## config.mk

```make
export PLATFORM = sky130hd
export DESIGN_NAME = imem_dmem_arbiter
export DESIGN_NICKNAME = d
export VERILOG_FILES = /design/src/rtl/arb_pkg.sv /design/src/rtl/arb_req_latch.sv /design/src/rtl/imem_dmem_arbiter.sv
export SDC_FILE = /design/constraint.sdc
export NUM_CORES = 1
export LEC_CHECK = 0
export ABC_AREA = 1
export BUFFER_PORTS_ARGS = -buffer_cell sky130_fd_sc_hd__buf_4
export CORE_MARGIN = 2
export CORE_UTILIZATION = 48
export CTS_CLUSTER_DIAMETER = 100
export DETAILED_ROUTE_END_ITERATION = 8
export PLACE_DENSITY = 0.9
export SLEW_MARGIN = 10
export SYNTH_ARGS = -nofsm -noshare
export SYNTH_HDL_FRONTEND = slang
export SYNTH_SLANG_ARGS = --single-unit
```

## constraint.sdc

```tcl
create_clock -name clk -period 1.9 [get_ports clk]
set_clock_uncertainty 0.15 [all_clocks]
set_input_delay 0.38 -clock clk [delete_from_list [all_inputs] [get_ports clk]]
set_output_delay 0.38 -clock clk [all_outputs]
set_load 0.01 [all_outputs]
```

## src/rtl/arb_pkg.sv

```systemverilog
// Shared types and defaults for the instruction/data memory-bus arbiter.
// State encodings are fixed because debug tooling decodes the raw state bits.
package arb_pkg;

  typedef enum logic [1:0] {
    ARB_IDLE = 2'd0,
    ARB_INST = 2'd1,
    ARB_DATA = 2'd2
  } arb_state_t;

  localparam int DEF_ADDR_W       = 32;
  localparam int DEF_DATA_W       = 32;
  localparam int DEF_STARVE_LIMIT = 4;
  localparam int DEF_TIMEOUT      = 255;

endpackage

```

## src/rtl/arb_req_latch.sv

```systemverilog
// Holds the granted request's address, store data and write flag for the bus.
// Loads in the grant cycle; outputs stay stable until the next grant.
module arb_req_latch #(
  parameter int ADDR_W = 32,
  parameter int DATA_W = 32
) (
  input  logic              clk,
  input  logic              rst_n,
  input  logic              load,
  input  logic [ADDR_W-1:0] addr,
  input  logic [DATA_W-1:0] wdata,
  input  logic              we,
  output logic [ADDR_W-1:0] addr_q,
  output logic [DATA_W-1:0] wdata_q,
  output logic              we_q
);

  always_ff @(posedge clk or negedge rst_n) begin
    if (!rst_n) begin
      addr_q  <= '0;
      wdata_q <= '0;
      we_q    <= 1'b0;
    end else if (load) begin
      addr_q  <= addr;
      wdata_q <= wdata;
      we_q    <= we;
    end
  end

endmodule

```

## src/rtl/imem_dmem_arbiter.sv

```systemverilog
// Arbitrates IF fetches and MEM loads/stores onto one req/ack memory bus.
// A grant costs >=2 cycles; ready pulses the cycle after ack; stalls hold requesters meanwhile.
module imem_dmem_arbiter
  import arb_pkg::*;
#(
  parameter int ADDR_W       = DEF_ADDR_W,
  parameter int DATA_W       = DEF_DATA_W,
  parameter int STARVE_LIMIT = DEF_STARVE_LIMIT,
  parameter int TIMEOUT      = DEF_TIMEOUT
) (
  input  logic              clk,
  input  logic              rst_n,
  input  logic              inst_ren,
  input  logic [ADDR_W-1:0] inst_addr,
  output logic [DATA_W-1:0] inst_data,
  output logic              inst_ready,
  input  logic              mem_ren,
  input  logic              mem_wen,
  input  logic [ADDR_W-1:0] mem_addr,
  input  logic [DATA_W-1:0] mem_dout,
  output logic [DATA_W-1:0] mem_din,
  output logic              mem_ready,
  output logic              if_stall,
  output logic              mem_stall,
  output logic              bus_req,
  output logic              bus_we,
  output logic [ADDR_W-1:0] bus_addr,
  output logic [DATA_W-1:0] bus_wdata,
  input  logic [DATA_W-1:0] bus_rdata,
  input  logic              bus_ack,
  output logic              timeout_err
);

  localparam int SW = $clog2(STARVE_LIMIT + 1);
  localparam logic [SW-1:0] STARVE_MAX = SW'(STARVE_LIMIT);
  localparam logic [7:0]    WAIT_LAST  = 8'(TIMEOUT - 1);

  arb_state_t state_q, state_d;
  logic [SW-1:0] starve_cnt;
  logic [7:0]    wait_cnt;
  logic          data_req;
  logic          grant_data;
  logic          grant_inst;
  logic          finish;
  logic          timeout_hit;

  logic [ADDR_W-1:0] sel_addr;
  logic [DATA_W-1:0] sel_wdata;
  logic              sel_we;
  logic              lat_we;

  assign data_req    = mem_ren | mem_wen;
  // wait_cnt is 0 on the first WAIT cycle, so TIMEOUT-1 marks the TIMEOUT-th cycle.
  assign timeout_hit = (TIMEOUT != 0) && (wait_cnt == WAIT_LAST);

  always_comb begin
    state_d    = state_q;
    grant_data = 1'b0;
    grant_inst = 1'b0;
    finish     = 1'b0;
    case (state_q)
      ARB_IDLE: begin
        if (data_req && (!inst_ren || (starve_cnt < STARVE_MAX))) begin
          grant_data = 1'b1;
          state_d    = ARB_DATA;
        end else if (inst_ren) begin
          grant_inst = 1'b1;
          state_d    = ARB_INST;
        end
      end
      ARB_INST, ARB_DATA: begin
        if (bus_ack || timeout_hit) begin
          finish  = 1'b1;
          state_d = ARB_IDLE;
        end
      end
      default: state_d = ARB_IDLE;
    endcase
  end

  always_ff @(posedge clk or negedge rst_n) begin
    if (!rst_n) state_q <= ARB_IDLE;
    else        state_q <= state_d;
  end

  assign sel_addr  = grant_data ? mem_addr : inst_addr;
  assign sel_wdata = grant_data ? mem_dout : '0;
  assign sel_we    = grant_data & mem_wen;

  arb_req_latch #(
    .ADDR_W (ADDR_W),
    .DATA_W (DATA_W)
  ) u_req_latch (
    .clk     (clk),
    .rst_n   (rst_n),
    .load    (grant_data | grant_inst),
    .addr    (sel_addr),
    .wdata   (sel_wdata),
    .we      (sel_we),
    .addr_q  (bus_addr),
    .wdata_q (bus_wdata),
    .we_q    (lat_we)
  );

  // Async reset of state_q drops bus_req immediately, even mid-transaction.
  assign bus_req = (state_q != ARB_IDLE);
  assign bus_we  = bus_req & lat_we;

  always_ff @(posedge clk or negedge rst_n) begin
    if (!rst_n)                wait_cnt <= '0;
    else if (state_q == ARB_IDLE) wait_cnt <= '0;
    else                       wait_cnt <= wait_cnt + 8'd1;
  end

  always_ff @(posedge clk or negedge rst_n) begin
    if (!rst_n) begin
      starve_cnt <= '0;
    end else if (!inst_ren || grant_inst) begin
      starve_cnt <= '0;
    end else if (grant_data && (starve_cnt != STARVE_MAX)) begin
      starve_cnt <= starve_cnt + 1'b1;
    end
  end

  always_ff @(posedge clk or negedge rst_n) begin
    if (!rst_n) begin
      inst_ready  <= 1'b0;
      mem_ready   <= 1'b0;
      inst_data   <= '0;
      mem_din     <= '0;
      timeout_err <= 1'b0;
    end else begin
      inst_ready <= finish && (state_q == ARB_INST);
      mem_ready  <= finish && (state_q == ARB_DATA);
      if (finish && (state_q == ARB_INST)) begin
        inst_data <= bus_ack ? bus_rdata : '0;
      end
      // A completed store leaves mem_din alone; an aborted access of either kind returns 0.
      if (finish && (state_q == ARB_DATA) && (!lat_we || !bus_ack)) begin
        mem_din <= bus_ack ? bus_rdata : '0;
      end
      if (finish && !bus_ack) begin
        timeout_err <= 1'b1;
      end
    end
  end

  assign if_stall  = inst_ren & ~inst_ready;
  assign mem_stall = data_req & ~mem_ready;

endmodule

```

### After elaboration in Yosys (flattened, before gate mapping)

Cells that the tools add are included.

* reductions and logical operators: 18
* equal/unequal tests: 6
* mux-type cells: 17
* add/subtract/negate cells: 2
* magnitude comparators: 1
* bitwise operators: 8

Operators by type and width (count)
* $mux 32: 3
* $add 8x1->8 const B: 1
* $eq 8x8->1 const B: 1
* $mux 8: 1
* $mux 1: 7
* $logic_and 1x1->1: 6
* $mux 2: 3
* $mux 3: 2
* $ne 3x3->1 const B: 2
* $and 1x1->1: 4
* $logic_or 1x1->1: 4
* $pmux 2 s2: 1
* $reduce_bool 2->1: 2
* $add 3x1->3 const B: 1
* $logic_not 1->1: 3
* $lt 3x3->1 const B: 1
* $eq 2x1->1 const B: 1
* $eq 2x2->1 const B: 1
* $logic_not 2->1: 1
* $ne 2x2->1 const B: 1
* $not 1->1: 2
* $or 1x1->1: 2
* $reduce_and 2->1: 1
* $reduce_or 2->1: 1

* output and inout bits: 135
* input bits: 134
* word-level logic and storage cells: 63
* register bits: 145

### Logic depth before layout (Yosys ltp)

* depth after elaboration: 8
* depth in mapped cells: 11
* gate-level depth less buffers: 10

### Cells and area by module

From an unflattened synthesis, not the netlist that was laid out.

* cells, all modules: 897
* area total of the unflattened synthesis: 6805.3 um2

By module, submodules not included
* imem_dmem_arbiter: area each 4332.9 um2, times used 1, cells each 622, sequential area each 2001.9 um2
* arb_req_latch: area each 2472.4 um2, times used 1, cells each 275, sequential area each 1626.6 um2

### Worst setup path after synthesis

OpenSTA, ideal clock, no wires.

* kind: register -> register
* start: reg state_q[0]
* end: reg u_req_latch.addr_q[0]
* data required time: 1685 ps
* arrival time: 1482 ps
* stages on the path, launching flop included: 12
* path buffers: 3
* path slack: 203 ps
* period minus slack after synthesis: 1697 ps
* setup time: 65 ps
* path through: dfrtp_1 -> inv_1 -> ha_1 -> buf_4 -> inv_2 -> nor2_1 -> buf_4 -> buf_2 -> nand2_1 -> nand2_1 -> nand2_1 -> nand2_1

* cells in the longest elaborated chain, start to end: 3
* elaborated cells between the ends (all ways): 5
* those cells by class: 3 x mux; 1 x bitwise; 1 x reduce/logical

Ends and longest elaborated chain
* start, declared: RTL line imem_dmem_arbiter.sv:38 `arb_state_t state_q, state_d;`
* start signal, assigned: RTL line imem_dmem_arbiter.sv:83 `else state_q <= state_d;`
* $logic_not 2->1 *: RTL line imem_dmem_arbiter.sv:61 `case (state_q)`
* $mux 1: RTL line imem_dmem_arbiter.sv:61
* $mux 32 / $or 1x1->1 (equally long branches): RTL line imem_dmem_arbiter.sv:86, imem_dmem_arbiter.sv:96
* end signal, assigned: RTL line arb_req_latch.sv:24 `addr_q <= addr;`
* end, declared: RTL line arb_req_latch.sv:13 `output logic [ADDR_W-1:0] addr_q,`

Mark *: on every way between the ends. The rest lies on a longest branch, timed or not.
A chain may end at the register's enable or synchronous reset.

### Worst setup path after layout

* start: reg state_q[1]
* end: out bus_req

* cells in the longest elaborated chain, start to end: 1

Ends and longest elaborated chain
* $reduce_bool 2->1: RTL line imem_dmem_arbiter.sv:106 `assign bus_req = (state_q != ARB_IDLE);`
* end, declared: RTL line imem_dmem_arbiter.sv:25 `output logic bus_req,`

No other way between the ends.

==> Implementation_results.wiki <==
{| class="wikitable"
! Metric !! Value
|-
| Cell count of the worst reg-to-reg path || 7
|-
| Synthesized area || 0.00656 mm²
|-
| Pin slew with the least headroom to its limit || between 0.4 and 0.5 ns
|-
| Max Freq || about 0.55 GHz
|-
| Minimum hold slack || roughly 0.016 ns
|-
| Total of fill cells in the finished design || 949
|-
| Final Util || 72.0%
|-
| Grt peak-use layer || met2
|-
| Global routing usage on met3 || under 10%
|-
| Post-detailed-route DRC marker count || 0
|-
| Synth-to-Final Area Change || 46.0%
|-
| Final-layout setup total negative slack || 0 ns
|-
| Adder and majority cell fraction of the synthesized area || 1.34%
|-
| Largest family of logic cells by synthesized area || simple AND/OR/NAND/NOR gates
|-
| Total of flip-flops plus latches after synthesis || around 150
|-
| Net load switching power || between 5 and 6 mW
|-
| Area post-placement || 0.00876 mm²
|-
| Area fraction of the dominant cell type after synthesis || 55.3%
|-
| Compound-Gate Fraction of Synth Area || between 1.5 and 2%
|-
| Clock sinks || 145
|-
| Unrepaired setup endpoints after global routing || no
|-
| CP Capture Type || output port
|-
| Switching Fraction || 36.9%
|-
| Clock network latency to the later pin of the worst-skew pair || 0.41 ns
|-
| Worst Path Required || approximately 1.4 ns
|-
| Sequential Power Share || 32.9%
|-
| Launch point of the worst reg-to-reg path || starve_cnt[2]
|-
| H-tree levels || 4
|-
| TritonCTS clock tree || done
|-
| Core area || 0.0133 mm²
|-
| DRC violation total after the first TritonRoute iteration || approximately 520
|-
| FF-to-FF End || u_req_latch.wdata_q[12]
|-
| Number of clock buffers inserted by TritonCTS || 17
|-
| Initial core utilization || 49.3%
|-
| Die extent in y || 121 µm
|-
| Slew Limit Headroom || between 70% and 80%
|-
| GRT met2 Usage || 45.8%
|-
| Internal power || 9.67 mW
|-
| Number of global-route vias before repair || ~6.3k
|-
| Critical path arrival || 1.30 ns
|-
| Final instance count without filler cells || 1288
|-
| Type of origin of the critical path || flop
|-
| Count of nets after finishing || between 1k and 1.5k
|-
| Global-route congestion overflow total || 0
|-
| Root buffer cell || sky130_fd_sc_hd__clkbuf_16
|-
| Wire per inst || 15.0 µm
|-
| Non-Filler Cell Area, Final || approximately 0.0096 mm²
|-
| Max_cap viols || 0
|-
| Worst-case clock buffer depth || 2
|-
| Maximum fanout encountered on the critical timing path || 7
|-
| Path type of the worst min-delay path || primary input to flop
|-
| Share of total power in combinational logic || 41.9%
|-
| Count of inserted antenna diode cells || 0
|-
| R2R setup slack || 0.10 ns
|-
| Number of buffers inserted by port buffering || 268
|-
| Post-Syn Nets || 967
|-
| Initial DRT Pass Iterations || 5
|-
| Post-Synth XOR/XNOR Area || 0%
|-
| Number of routed nets with antenna violations || 0
|-
| Multi-input gate area || 0.00247 mm²
|-
| Type of the worst setup path || flop to output port
|-
| Hold Path Origin || mem_dout[30]
|-
| Total Power Consumption || 15.3 mW
|-
| Synthesized instance count || 826
|-
| Met1 usage in global routing || 31.9%
|-
| Multiplexer area fraction after synthesis || 0%
|-
| Antenna violations before repair || 0
|-
| Clock-pin transition on the worst setup and hold timing paths || 0.06 ns
|-
| First-pass GRT wire length || 30600 µm
|-
| Per-instance average area after synthesis || 7.94 µm²
|-
| Placement Setup Slack || -0.0988 ns
|-
| Final critical delay including setup and external delays || between 1.5 and 2 ns
|-
| Estimated wirelength of the detail-placed design || 13000 µm
|-
| Share of total power in the clock network || 25.3%
|-
| Fraction of final layout cells sized beyond drive strength 1 || 30.6%
|-
| Worst hold path stage count || 3
|-
| Outcome || completed
|-
| Register area || 0.00363 mm²
|-
| PwrDens || 1600 mW/mm²
|-
| Final setup violation count || 0
|-
| Total die area || 0.0146 mm²
|-
| Top cells by area, synth || sky130_fd_sc_hd__dfrtp_1, sky130_fd_sc_hd__nand2_1, sky130_fd_sc_hd__nand4_1
|-
| Count of warnings emitted by yosys || 0
|-
| X dimension of the die || 121 µm
|-
| Number of vias after detailed routing || 6405
|-
| Post-synthesis cell type count || 26
|-
| Hold Crit Endpoint || u_req_latch.wdata_q[30]
|-
| Synth area leader || sky130_fd_sc_hd__dfrtp_1
|-
| Drt total wl || approximately 19000 µm
|-
| Combined global-route utilization of all metal layers || 26.8%
|-
| Largest net degree at the start of global routing || 59
|-
| Simple-Gate Fraction of Synth Area || 34.0%
|-
| Final worst setup slack || 0.0694 ns
|-
| Number of core rows || 42
|-
| Routability cong. || 0.815
|-
| Number of placed I/O pins || 269
|-
| Vias per std cell || just under 5
|-
| Number of failing hold endpoints at the final stage || 0
|-
| P_leak || 5.65 nW
|-
| Placed Cells || 1245
|-
| VDD IR max || 1.59 mV
|-
| Post-route fraction of the period consumed by the critical path || 96.3%
|-
| Number of slew-limit violations in the final report || 0
|-
| Sequential fraction of the synthesis area || between 50% and 60%
|}
==> synthesized netlist by cell type (all sizes together) <==
cell and number:
buf 31, inv 52, nand4 33, a31oi 2
nand3 2, a21oi 7, nand2 505, nor2 16
clkbuf 13, ha 7, o21bai 1, and3 1
o21ai 10, nor3 1, dfrtp 145
==> layout by cell type (no fill, tap or decap) <==
cell type / n
sky130_fd_sc_hd__a21oi_1: 6
sky130_fd_sc_hd__a21oi_4: 1
sky130_fd_sc_hd__a31oi_1: 2
sky130_fd_sc_hd__and3_1: 1
sky130_fd_sc_hd__buf_12: 8
sky130_fd_sc_hd__buf_4: 281
sky130_fd_sc_hd__buf_6: 3
sky130_fd_sc_hd__bufinv_16: 6
sky130_fd_sc_hd__clkbuf_16: 17
sky130_fd_sc_hd__clkbuf_8: 3
sky130_fd_sc_hd__clkinv_4: 1
sky130_fd_sc_hd__clkinvlp_4: 4
sky130_fd_sc_hd__dfrtp_1: 145
sky130_fd_sc_hd__dlygate4sd3_1: 6
sky130_fd_sc_hd__ha_1: 6
sky130_fd_sc_hd__ha_4: 1
sky130_fd_sc_hd__inv_1: 49
sky130_fd_sc_hd__inv_2: 2
sky130_fd_sc_hd__inv_4: 1
sky130_fd_sc_hd__inv_6: 1
sky130_fd_sc_hd__nand2_1: 500
sky130_fd_sc_hd__nand2_2: 4
sky130_fd_sc_hd__nand2_4: 1
sky130_fd_sc_hd__nand3_1: 2
sky130_fd_sc_hd__nand4_1: 32
sky130_fd_sc_hd__nand4_2: 1
sky130_fd_sc_hd__nor2_1: 12
sky130_fd_sc_hd__nor2_2: 1
sky130_fd_sc_hd__nor2_4: 2
sky130_fd_sc_hd__nor2_8: 1
sky130_fd_sc_hd__nor3_1: 1
sky130_fd_sc_hd__o21ai_0: 8
sky130_fd_sc_hd__o21ai_1: 1
sky130_fd_sc_hd__o21ai_4: 1
sky130_fd_sc_hd__o21bai_1: 1
==> critical path: stages, from the launching register on <==
cell	delay, ns
sky130_fd_sc_hd__dfrtp_1	0.40
sky130_fd_sc_hd__inv_2	0.09
sky130_fd_sc_hd__ha_4	0.18
sky130_fd_sc_hd__inv_4	0.07
sky130_fd_sc_hd__buf_4	0.15
==> state kept, by name, indices dropped and copies added (netlist names), 2 cells and up <==
signal               count
inst_data               32
mem_din                 32
u_req_latch.addr_q      32
u_req_latch.wdata_q     32
wait_cnt                 8
starve_cnt               3
state_q                  2
==> power by group through the flow <==
stage,clock network [mW],registers [mW],logic [mW]
after floorplan,0,5.46,2.79
after global placement,0,5.01,5.98
after detailed placement,0,5.02,6.21
after CTS,3.91,5.02,6.40
after global routing,4.07,5.15,7.02
final,3.87,5.04,6.41
==> per-layer routing <==
layer	routed length, µm	share of wire [%]
met1	7420	38
met2	9970	52
met3	1210	6.2
met4	738	3.8
met5	0	0
==> kinds of logic (layout without fill, tap and decap cells) <==
family,Yosys count,after routing
compound gates,20,20
flops,145,145
simple gates,558,558
buf+inv,96,382
fa+ha+maj,7,7
==> final cells by class <==
type | instances | area share, %
clock buffer | 20 | 4.88
clock inverter | 12 | 2.38
inverter | 52 | 2.07
multi-input combinational | 585 | 25.8
sequential | 145 | 37.9
tap | 176 | 2.30
timing repair buffer | 298 | 24.7
==> worst max path at each step <==
stage	start	endpoint	slack [ns]	cells after the start
5_1_grt	wait_cnt[0]	inst_data[21]	0.003	11
4_1_cts	state_q[1]	bus_req	0.02	4
6_report	state_q[1]	bus_req	0.07	4
2_1_floorplan	state_q[0]	u_req_latch.addr_q[0]	0.20	11
3_3_place_gp	mem_ren	u_req_latch.addr_q[12]	0.009	7
3_5_place_dp	mem_ren	u_req_latch.wdata_q[10]	-0.1	7
==> repair_timing <==
item,4_1_cts,5_1_grt
setup buffers,7,0
pin swaps,2,0
hold buffers,6,0
gates resized for setup,6,2
endpoints found under the hold margin,41,0
gates cloned,0,0
endpoints found under the setup margin,14,5
Power figures use the tool's default switching activity.
